`src/rtl/rgb_ctrl_pkg.sv`:
```
// Shared definitions for the RGB LED sequencer: FSM state encoding and
// default timing for the 12 MHz board clock.
package rgb_ctrl_pkg;

  typedef enum logic [1:0] {
    ST_OFF    = 2'd0,
    ST_WARMUP = 2'd1,
    ST_RUN    = 2'd2,
    ST_DRAIN  = 2'd3
  } state_t;

  localparam int DEF_PWM_BITS      = 8;
  localparam int DEF_PRESCALE      = 47;    // 12 MHz / 48 = 250 kHz PWM tick
  localparam int DEF_WARMUP_CYCLES = 1200;  // 100 us at 12 MHz
  localparam int NUM_CH            = 3;

  // RGBLEDEN stays up through DRAIN so the PWM pins reach 0 before the driver is disabled
  function automatic logic led_enabled(input state_t s);
    return (s == ST_RUN) || (s == ST_DRAIN);
  endfunction

endpackage

```
`src/rtl/rgb_pwm_timebase.sv`:
```
// Prescaler plus PWM period counter; both free-run only while run=1 and
// are held at zero otherwise so every RUN entry starts a fresh period.
module rgb_pwm_timebase #(
  parameter int PWM_BITS = 8,
  parameter int PRESCALE = 47
) (
  input  logic                clk,
  input  logic                resetn,
  input  logic                run,
  output logic [PWM_BITS-1:0] pwm_cnt,
  output logic                tick,
  output logic                boundary
);

  localparam logic [15:0] PRESC_MAX = 16'(PRESCALE);

  logic [15:0]         presc_reg;
  logic [PWM_BITS-1:0] cnt_reg;

  assign tick     = run && (presc_reg == PRESC_MAX);
  assign boundary = tick && (&cnt_reg);
  assign pwm_cnt  = cnt_reg;

  always_ff @(posedge clk or negedge resetn) begin
    if (!resetn) begin
      presc_reg <= '0;
      cnt_reg   <= '0;
    end else if (!run) begin
      presc_reg <= '0;
      cnt_reg   <= '0;
    end else if (tick) begin
      presc_reg <= '0;
      cnt_reg   <= cnt_reg + 1'b1;
    end else begin
      presc_reg <= presc_reg + 16'd1;
    end
  end

endmodule

```
`src/rtl/rgb_led_sequencer.sv`:
```
// Power sequencing and PWM generation for the RGB1P8V hard LED driver:
// CURREN warm-up before RGBLEDEN, one-cycle drain on shutdown, boundary-aligned duty updates.
module rgb_led_sequencer
  import rgb_ctrl_pkg::*;
#(
  parameter int PWM_BITS      = DEF_PWM_BITS,
  parameter int PRESCALE      = DEF_PRESCALE,
  parameter int WARMUP_CYCLES = DEF_WARMUP_CYCLES
) (
  input  logic                clk,
  input  logic                resetn,
  input  logic                en,
  input  logic                duty_wr,
  input  logic [PWM_BITS-1:0] duty0,
  input  logic [PWM_BITS-1:0] duty1,
  input  logic [PWM_BITS-1:0] duty2,
  output logic                ready,
  output logic                upd_pend,
  output logic                curren,
  output logic                rgbleden,
  output logic                rgb0pwm,
  output logic                rgb1pwm,
  output logic                rgb2pwm
);

  localparam int              WW        = $clog2(WARMUP_CYCLES + 1);
  localparam logic [WW-1:0]   WARM_LAST = WW'(WARMUP_CYCLES - 1);

  state_t              state_reg;
  logic [WW-1:0]       warm_cnt_reg;
  logic                ready_reg;
  logic                curren_reg;
  logic                rgbleden_reg;
  logic                upd_pend_reg;
  logic                pwm_reg [NUM_CH];
  logic [PWM_BITS-1:0] duty_in [NUM_CH];
  logic [PWM_BITS-1:0] duty_pend_reg [NUM_CH];
  logic [PWM_BITS-1:0] duty_act_reg [NUM_CH];

  logic [PWM_BITS-1:0] pwm_cnt;
  logic                tick_unused;
  logic                boundary;
  logic                run_entry;
  logic                apply;

  assign duty_in[0] = duty0;
  assign duty_in[1] = duty1;
  assign duty_in[2] = duty2;

  rgb_pwm_timebase #(
    .PWM_BITS (PWM_BITS),
    .PRESCALE (PRESCALE)
  ) u_timebase (
    .clk      (clk),
    .resetn   (resetn),
    .run      (state_reg == ST_RUN),
    .pwm_cnt  (pwm_cnt),
    .tick     (tick_unused),
    .boundary (boundary)
  );

  // Pending duties become active on RUN entry and at every period boundary
  assign run_entry = (state_reg == ST_WARMUP) && en && (warm_cnt_reg == WARM_LAST);
  assign apply     = run_entry || ((state_reg == ST_RUN) && boundary);

  always_ff @(posedge clk or negedge resetn) begin
    if (!resetn) begin
      state_reg    <= ST_OFF;
      warm_cnt_reg <= '0;
      ready_reg    <= 1'b0;
      curren_reg   <= 1'b0;
      rgbleden_reg <= 1'b0;
    end else begin
      ready_reg    <= (state_reg == ST_RUN);
      curren_reg   <= (state_reg != ST_OFF);
      rgbleden_reg <= led_enabled(state_reg);
      case (state_reg)
        ST_OFF: begin
          warm_cnt_reg <= '0;
          if (en) state_reg <= ST_WARMUP;
        end
        ST_WARMUP: begin
          if (!en) begin
            state_reg    <= ST_OFF;
            warm_cnt_reg <= '0;
          end else if (warm_cnt_reg == WARM_LAST) begin
            state_reg    <= ST_RUN;
            warm_cnt_reg <= '0;
          end else begin
            warm_cnt_reg <= warm_cnt_reg + 1'b1;
          end
        end
        ST_RUN: begin
          if (!en) state_reg <= ST_DRAIN;
        end
        default: state_reg <= ST_OFF;
      endcase
    end
  end

  // A write coinciding with apply lands in pending and keeps upd_pend set
  always_ff @(posedge clk or negedge resetn) begin
    if (!resetn) begin
      upd_pend_reg <= 1'b0;
    end else if (duty_wr) begin
      upd_pend_reg <= 1'b1;
    end else if (apply) begin
      upd_pend_reg <= 1'b0;
    end
  end

  generate
    for (genvar gi = 0; gi < NUM_CH; gi++) begin : g_ch
      always_ff @(posedge clk or negedge resetn) begin
        if (!resetn) begin
          duty_pend_reg[gi] <= '0;
          duty_act_reg[gi]  <= '0;
          pwm_reg[gi]       <= 1'b0;
        end else begin
          if (duty_wr) duty_pend_reg[gi] <= duty_in[gi];
          if (apply)   duty_act_reg[gi]  <= duty_pend_reg[gi];
          pwm_reg[gi] <= (state_reg == ST_RUN) && (pwm_cnt < duty_act_reg[gi]);
        end
      end
    end
  endgenerate

  assign ready    = ready_reg;
  assign upd_pend = upd_pend_reg;
  assign curren   = curren_reg;
  assign rgbleden = rgbleden_reg;
  assign rgb0pwm  = pwm_reg[0];
  assign rgb1pwm  = pwm_reg[1];
  assign rgb2pwm  = pwm_reg[2];

endmodule

```
`config.mk`:
```
export PLATFORM = sky130hd
export DESIGN_NAME = rgb_led_sequencer
export DESIGN_NICKNAME = d
export VERILOG_FILES = /design/src/rtl/rgb_ctrl_pkg.sv /design/src/rtl/rgb_pwm_timebase.sv /design/src/rtl/rgb_led_sequencer.sv
export SDC_FILE = /design/constraint.sdc
export NUM_CORES = 1
export LEC_CHECK = 0
export CELL_PAD_IN_SITES_DETAIL_PLACEMENT = 1
export CELL_PAD_IN_SITES_GLOBAL_PLACEMENT = 1
export CORE_UTILIZATION = 40
export DETAILED_ROUTE_END_ITERATION = 10
export GPL_ROUTABILITY_DRIVEN = 0
export GPL_TIMING_DRIVEN = 0
export PLACE_DENSITY = 0.73
export SLEW_MARGIN = 20
export SYNTH_ARGS = -nofsm -noshare
export SYNTH_HDL_FRONTEND = slang
export SYNTH_SLANG_ARGS = --single-unit
```
`constraint.sdc`:
```
create_clock -name clk -period 3.1 [get_ports clk]
set_clock_uncertainty 0.15 [all_clocks]
set_input_delay 0.465 -clock clk [delete_from_list [all_inputs] [get_ports clk]]
set_output_delay 0.465 -clock clk [all_outputs]
set_load 0.01 [all_outputs]
```
==> out/metrics.csv, run 1 <==
metric,value,unit
syn_area,4470,sq um
worst_pin_slew,0.595,ns
synth_top_family_by_area,multiplexers,
critPathArrivalTime,2.56,ns
crit_buf_inv,3,
die_y,108,microns
synth_nets,429,
hold_viol,0,
max-cap-violations,0,
synth.area.mux_share,14.6,%
synthTopCellsByArea,"dfrtp_1, mux2_2, ha_1",
ant_nets,0,
dieArea,11600,sq um
dr.pass1.iters,4,
path_cells,ha_1 -> and3_1 -> buf_2 -> nand4_2 -> clkbuf_1 -> nand2_1 -> clkbuf_1 -> nor2_1,
design.final.nets,475,
drt_wl_total,8.83,mm
drive_gt1_share,17.5,%
synth_top_area_share,51.5,%
postSynthCellCount,377,
status,finished clean,
synth-seq-area-share,51.5,%
tns,0,ns
yosys_register_bits,92,
async_reset_ff_share,100,%
final_core_util,47.7,%
yosysWarnings,0,
min_path_type,flip-flop to flip-flop,
startpoint_type,flip-flop,
cellLeakagePower,2.27,nW
cts-hold-fix-buffers,1,
cp_common_cell,clkbuf_1,
grt_util_all_layers,17.6,%
grt_max_degree,49,
clock_latency,0.37,ns
clock-sinks,92,
cts_tree,done,
yosysUniqueCellTypes,44,
synth_edf_count,0,
clkTransAtPathRegs,0.09,ns
endpoint_kind,flip-flop,
drc,0,
die_w,108,microns
grt_pass1_wl,15.7,mm
maxSlewViolCount,0,
yosys.area_share.simple,13.5,%
initial_utilization,41.1,%
synthXorXnorAreaFrac,3.13,%
routedWlPerCell,15.6,microns
overflow,0,
ir_worst_vdd,0.209,mV
finalCritPeriodShare,79.8,%
num_vias,2979,
synth_area_leader_cell,dfrtp_1,
holdWs,0.335,ns
antenna_found_initial,0,
vias_per_cell,5.24,
setup_violations,0,
slowest_delay,0.39,ns
coreArea,10900,sq um
period_needed,2.47,ns
cts.repair.resized,0,
io_buffers,33,
root_buffer,clkbuf_8,
synth-compound-area-share,6.61,%
ios,35,
synth_adder_area_share,6.72,%
cts_made_buffers,9,
avgSynthCellArea,11.9,sq um
area_delta_synth_final,16.1,%
cts_setup_buffers,0,
crit_required,3.18,ns
p_total,2.14,mW
rsz0062_at_grt,false,
slew_headroom,59.8,%
powerDensity,411,nW/um^2
worstSetupPathType,flip-flop to flip-flop,
clock_path_buffers,2,
ys.flop_type,dfrtp_1,
cts_htree_levels,3,
grt_pass1_vias,3204,
slowest_stage,clkbuf_1,
hpwl,6.37,mm
antenna_cells,0,
row_count,38,
fmax,404,MHz
critical_path.max_fanout,10,
drtIter0Drc,75,
cpLargestDelayFamily,buffers and inverters,
[placed cells by master (no fill, tap or decap), drive strengths merged, types with 8 or more instances in the layout]
master         instances
o21ai                  9
nand4                 12
inv                   26
clkdlybuf4s50         32
clkbuf                19
nand2                 21
mux2                  49
nand3                 12
xor2                  11
a21oi                 14
ha                    24
nor2                  22
dfrtp                 92
and3                   8
[area by class of cell]
class,count,area [sq um]
fillers,1169,5700
flip-flops and latches,92,2300
multi-input cells,246,1990
repair buffers,35,369
well taps,140,175
clock buffers,11,141
inverters,26,97.6
plain buffers,13,76.3
clock inverters,5,36.3
[Yosys cell counts, drive strengths merged (5+ instances only)]
master / n
nand2: 21
xnor2: 5
nand4: 12
nor2: 22
ha: 24
clkbuf: 8
or4: 7
mux2: 49
nand3: 12
dfrtp: 92
o21ai: 9
a21oi: 14
o211ai: 5
xor2: 11
buf: 5
and3: 8
inv: 25
[per-layer routing]
layer | up-vias | part of all wire, % | track usage (%)
li1 | 1436 | - | -
met1 | 1492 | 47 | 22.9
met2 | 38 | 49 | 28.4
met3 | 13 | 2.7 | 3.75
met4 | 0 | 1.7 | 6.95
met5 | - | 0 | 0
[kinds of logic after synthesis]
group / count (synthesis)
buffers and inverters: 39
XOR/XNOR: 16
flip-flops: 92
AND/OR/NAND/NOR: 109
multiplexers: 52
AO/OA/AOI/OAI: 45
adder cells (fa/ha/maj): 24
[where the power goes]
part / internal [mW] / switching [mW] / leakage [nW]
combinational: 0.0743 / 0.0541 / 0.960
sequential: 1.24 / 0.0221 / 1.22
clock: 0.317 / 0.432 / 0.0937
[worst reg2reg max path: stages, from the launching register on]
cell and delay, ns:
dfrtp_1 0.38, ha_1 0.21, and3_1 0.15, buf_2 0.17, nand4_2 0.24, clkbuf_1 0.31, nand2_1 0.23, clkbuf_1 0.39
nor2_1 0.10
[through the flow]
stage          instances  cell area, sq um  setup slack (ns)
3_3_place_gp         550              4980             -1.97
2_1_floorplan        377              4470             0.909
3_5_place_dp         551              5000             0.622
4_1_cts              568              5190             0.592
6_report             568              5190             0.628
5_1_grt              568              5190             0.382
[worst paths after layout]
path	slack [ns]	cells after the start	end	startpoint
setup reg to reg	0.63	8	u_timebase.presc_reg[9]	u_timebase.presc_reg[0]
min in group asynchronous	0.44	2	u_timebase.presc_reg[8]	resetn
hold / removal	0.34	1	u_timebase.presc_reg[0]	u_timebase.presc_reg[0]
max in group asynchronous	1.79	3	duty_act_reg[23]	resetn
setup / recovery	0.63	8	u_timebase.presc_reg[9]	u_timebase.presc_reg[0]
hold reg to reg	0.34	1	u_timebase.presc_reg[0]	u_timebase.presc_reg[0]
(Power assumes the default switching activity.)
==> inputs of run 2 (changes only) <==
--- a/config.mk
+++ b/config.mk
@@ -11,7 +11,7 @@
 export DETAILED_ROUTE_END_ITERATION = 10
 export GPL_ROUTABILITY_DRIVEN = 0
 export GPL_TIMING_DRIVEN = 0
-export PLACE_DENSITY = 0.73
+export PLACE_DENSITY = 0.76
 export SLEW_MARGIN = 20
 export SYNTH_ARGS = -nofsm -noshare
 export SYNTH_HDL_FRONTEND = slang
==> constraint.sdc (replaced) <==
create_clock -name clk -period 1.98 [get_ports clk]
set_clock_uncertainty 0.15 [all_clocks]
set_input_delay 0.297 -clock clk [delete_from_list [all_inputs] [get_ports clk]]
set_output_delay 0.297 -clock clk [all_outputs]
set_load 0.01 [all_outputs]
==> run 2 against run 1 <==
Compared with the run above: the flow now finishes with violations (setup timing); utilization up 4.7 points; die area unchanged; combinational power up 66%.
==> out/metrics.csv, run 2 (synthesis gave the netlist of run 1 again) <==
metric,value,unit,change
fmax,463,MHz,was 404 MHz
cts_made_buffers,9,,unchanged
powerDensity,618,nW/um^2,was 411 nW/um^2
die_w,108,microns,unchanged
setup_violations,33,,was 0
drt_wl_total,10.2,mm,was 8.83 mm
grt_pass1_vias,3380,,was 3204
num_vias,3187,,was 2979
nFillCells,1111,,was 1169
met1_usage,23.7,%,was 22.9%
busiest_layer,met2,,unchanged
antenna_cells,0,,unchanged
drive_gt1_share,30.1,%,was 17.5%
critical_path.max_fanout,8,,was 10
io_buffers,33,,unchanged
cts_htree_levels,3,,unchanged
drtIter0Drc,114,,was 75
drc,0,,unchanged
multiInputGateArea,2120,sq um,was 1990 sq um
violations,setup timing,,
p_total,3.52,mW,was 2.14 mW
design.final.nets,506,,was 475
met3_usage,3.27,%,was 3.75%
tns,-4.60,ns,was 0 ns
dr.pass1.iters,4,,unchanged
final_common_cell,dfrtp_1,,unchanged
area_delta_synth_final,27.5,%,was 16.1%
antenna_found_initial,0,,unchanged
root_buffer,clkbuf_8,,unchanged
cellLeakagePower,2.50,nW,was 2.27 nW
dieArea,11600,sq um,unchanged
grt_util_all_layers,18.7,%,was 17.6%
min_path_type,input port to flip-flop,,was flip-flop to flip-flop
coreArea,10900,sq um,unchanged
maxSlewViolCount,0,,unchanged
slew_headroom,56.3,%,was 59.8%
initial_utilization,41.1,%,unchanged
hpwl,6.59,mm,was 6.37 mm
row_count,38,,unchanged
startpoint_type,flip-flop,,unchanged
ios,35,,unchanged
vias_per_cell,5.32,,was 5.24
die_y,108,microns,unchanged
worstSetupPathType,flip-flop to flip-flop,,unchanged
finalCritPeriodShare,109,%,was 79.8%
endpoint_kind,flip-flop,,unchanged
max-cap-violations,0,,unchanged
crit_required,2.07,ns,was 3.18 ns
use_met2,31.3,%,was 28.4%
critPathArrivalTime,2.25,ns,was 2.56 ns
routedWlPerCell,17.0,microns,was 15.6 microns
clock_path_buffers,2,,unchanged
final_cell_mix,"dfrtp_1, clkdlybuf4s50_1, buf_4",,"was dfrtp_1, clkdlybuf4s50_1, mux2_2"
hold_viol,0,,unchanged
grt_pass1_wl,16.7,mm,was 15.7 mm
setup_ws,-0.179,ns,was 0.628 ns
seq_area,2320,sq um,was 2300 sq um
grt_max_degree,50,,was 49
cts_tree,done,,unchanged
ant_nets,0,,unchanged
ir_worst_vdd,0.395,mV,was 0.209 mV
status,"complete, but fails checks",,was finished clean
rsz0062_at_grt,true,,was false
clock-sinks,92,,unchanged
overflow,0,,unchanged
worst_pin_slew,0.656,ns,was 0.595 ns
period_needed,2.16,ns,was 2.47 ns
clock_latency,0.36,ns,was 0.37 ns
clkTransAtPathRegs,0.09,ns,about the same
[run 2: changes by cell type in the layout (fill, tap and decap cells not counted), moves of 3 or more]
| cell | change |
|---|---|
| buf_4 | +27 |
| clkbuf_1 | -3 |
| dfrtp_1 | -14 |
| dfrtp_2 | +14 |
| mux2_2 | -3 |
| mux2_4 | +3 |
[run 2: what timing repair did]
action                                  CTS  global route
hold buffers                              1             0
cloned                                    1             2
setup buffers                            12            18
endpoints found under the setup margin   41            42
gates resized for setup                  31            18
endpoints found under the hold margin    43             0
pin swaps                                 5            12
[run 2: critical path, cell delays in order, from the launching register on]
cell and delay, ns:
dfrtp_1 0.41, nand2b_4 0.16, or3_4 0.36, o32a_1 0.34
buf_6 0.17, buf_12 0.15, mux2_4 0.29
[run 2: layout make-up]
type | count | share of cell area, %
Multi-Input combinational cell | 246 | 37.2
Inverter | 26 | 1.71
Clock inverter | 5 | 1.03
Timing Repair Buffer | 67 | 11.5
Clock buffer | 11 | 2.66
Tap cell | 140 | 3.07
Sequential cell | 92 | 40.7
Buffer | 12 | 2.13
[run 2: where the power goes]
group	leakage (nW)	switching (mW)	total (mW)	internal (mW)
logic	1.20	0.0898	0.212	0.123
clock network	0.102	0.684	1.34	0.655
registers	1.20	0.0344	1.97	1.94
total	2.50	0.808	3.52	2.71
[run 2: final timing paths]
path,from,endpoint,slack [ns],cells past startpoint
max,state_reg[0],duty_act_reg[11],-0.18,6
min in group asynchronous,resetn,u_timebase.presc_reg[10],0.26,2
max reg2reg,state_reg[0],duty_act_reg[11],-0.18,6
min reg2reg,upd_pend,upd_pend,0.34,1
max in group asynchronous,resetn,u_timebase.pwm_cnt[3],0.83,3
min,duty_wr,duty_pend_reg[2],0.24,2
[run 2: routing by layer]
metal	wire, microns	part of all wire, %
met5	0	0
met3	258	2.5
met1	4450	44
met4	210	2.1
met2	5290	52
[run 2: per-stage QoR]
step	area [sq um]	setup WS [ns]	hold WS [ns]	cells	utilization, %
floorplan	4510	-0.102	-0.149	377	-
global placement	5010	-2.87	0.302	550	46.0
detailed placement	5040	-0.424	0.0964	551	46.3
CTS	5500	-0.203	0.236	581	50.5
global route	5700	-0.253	0.253	599	52.4
finish	5700	-0.179	0.243	599	52.4
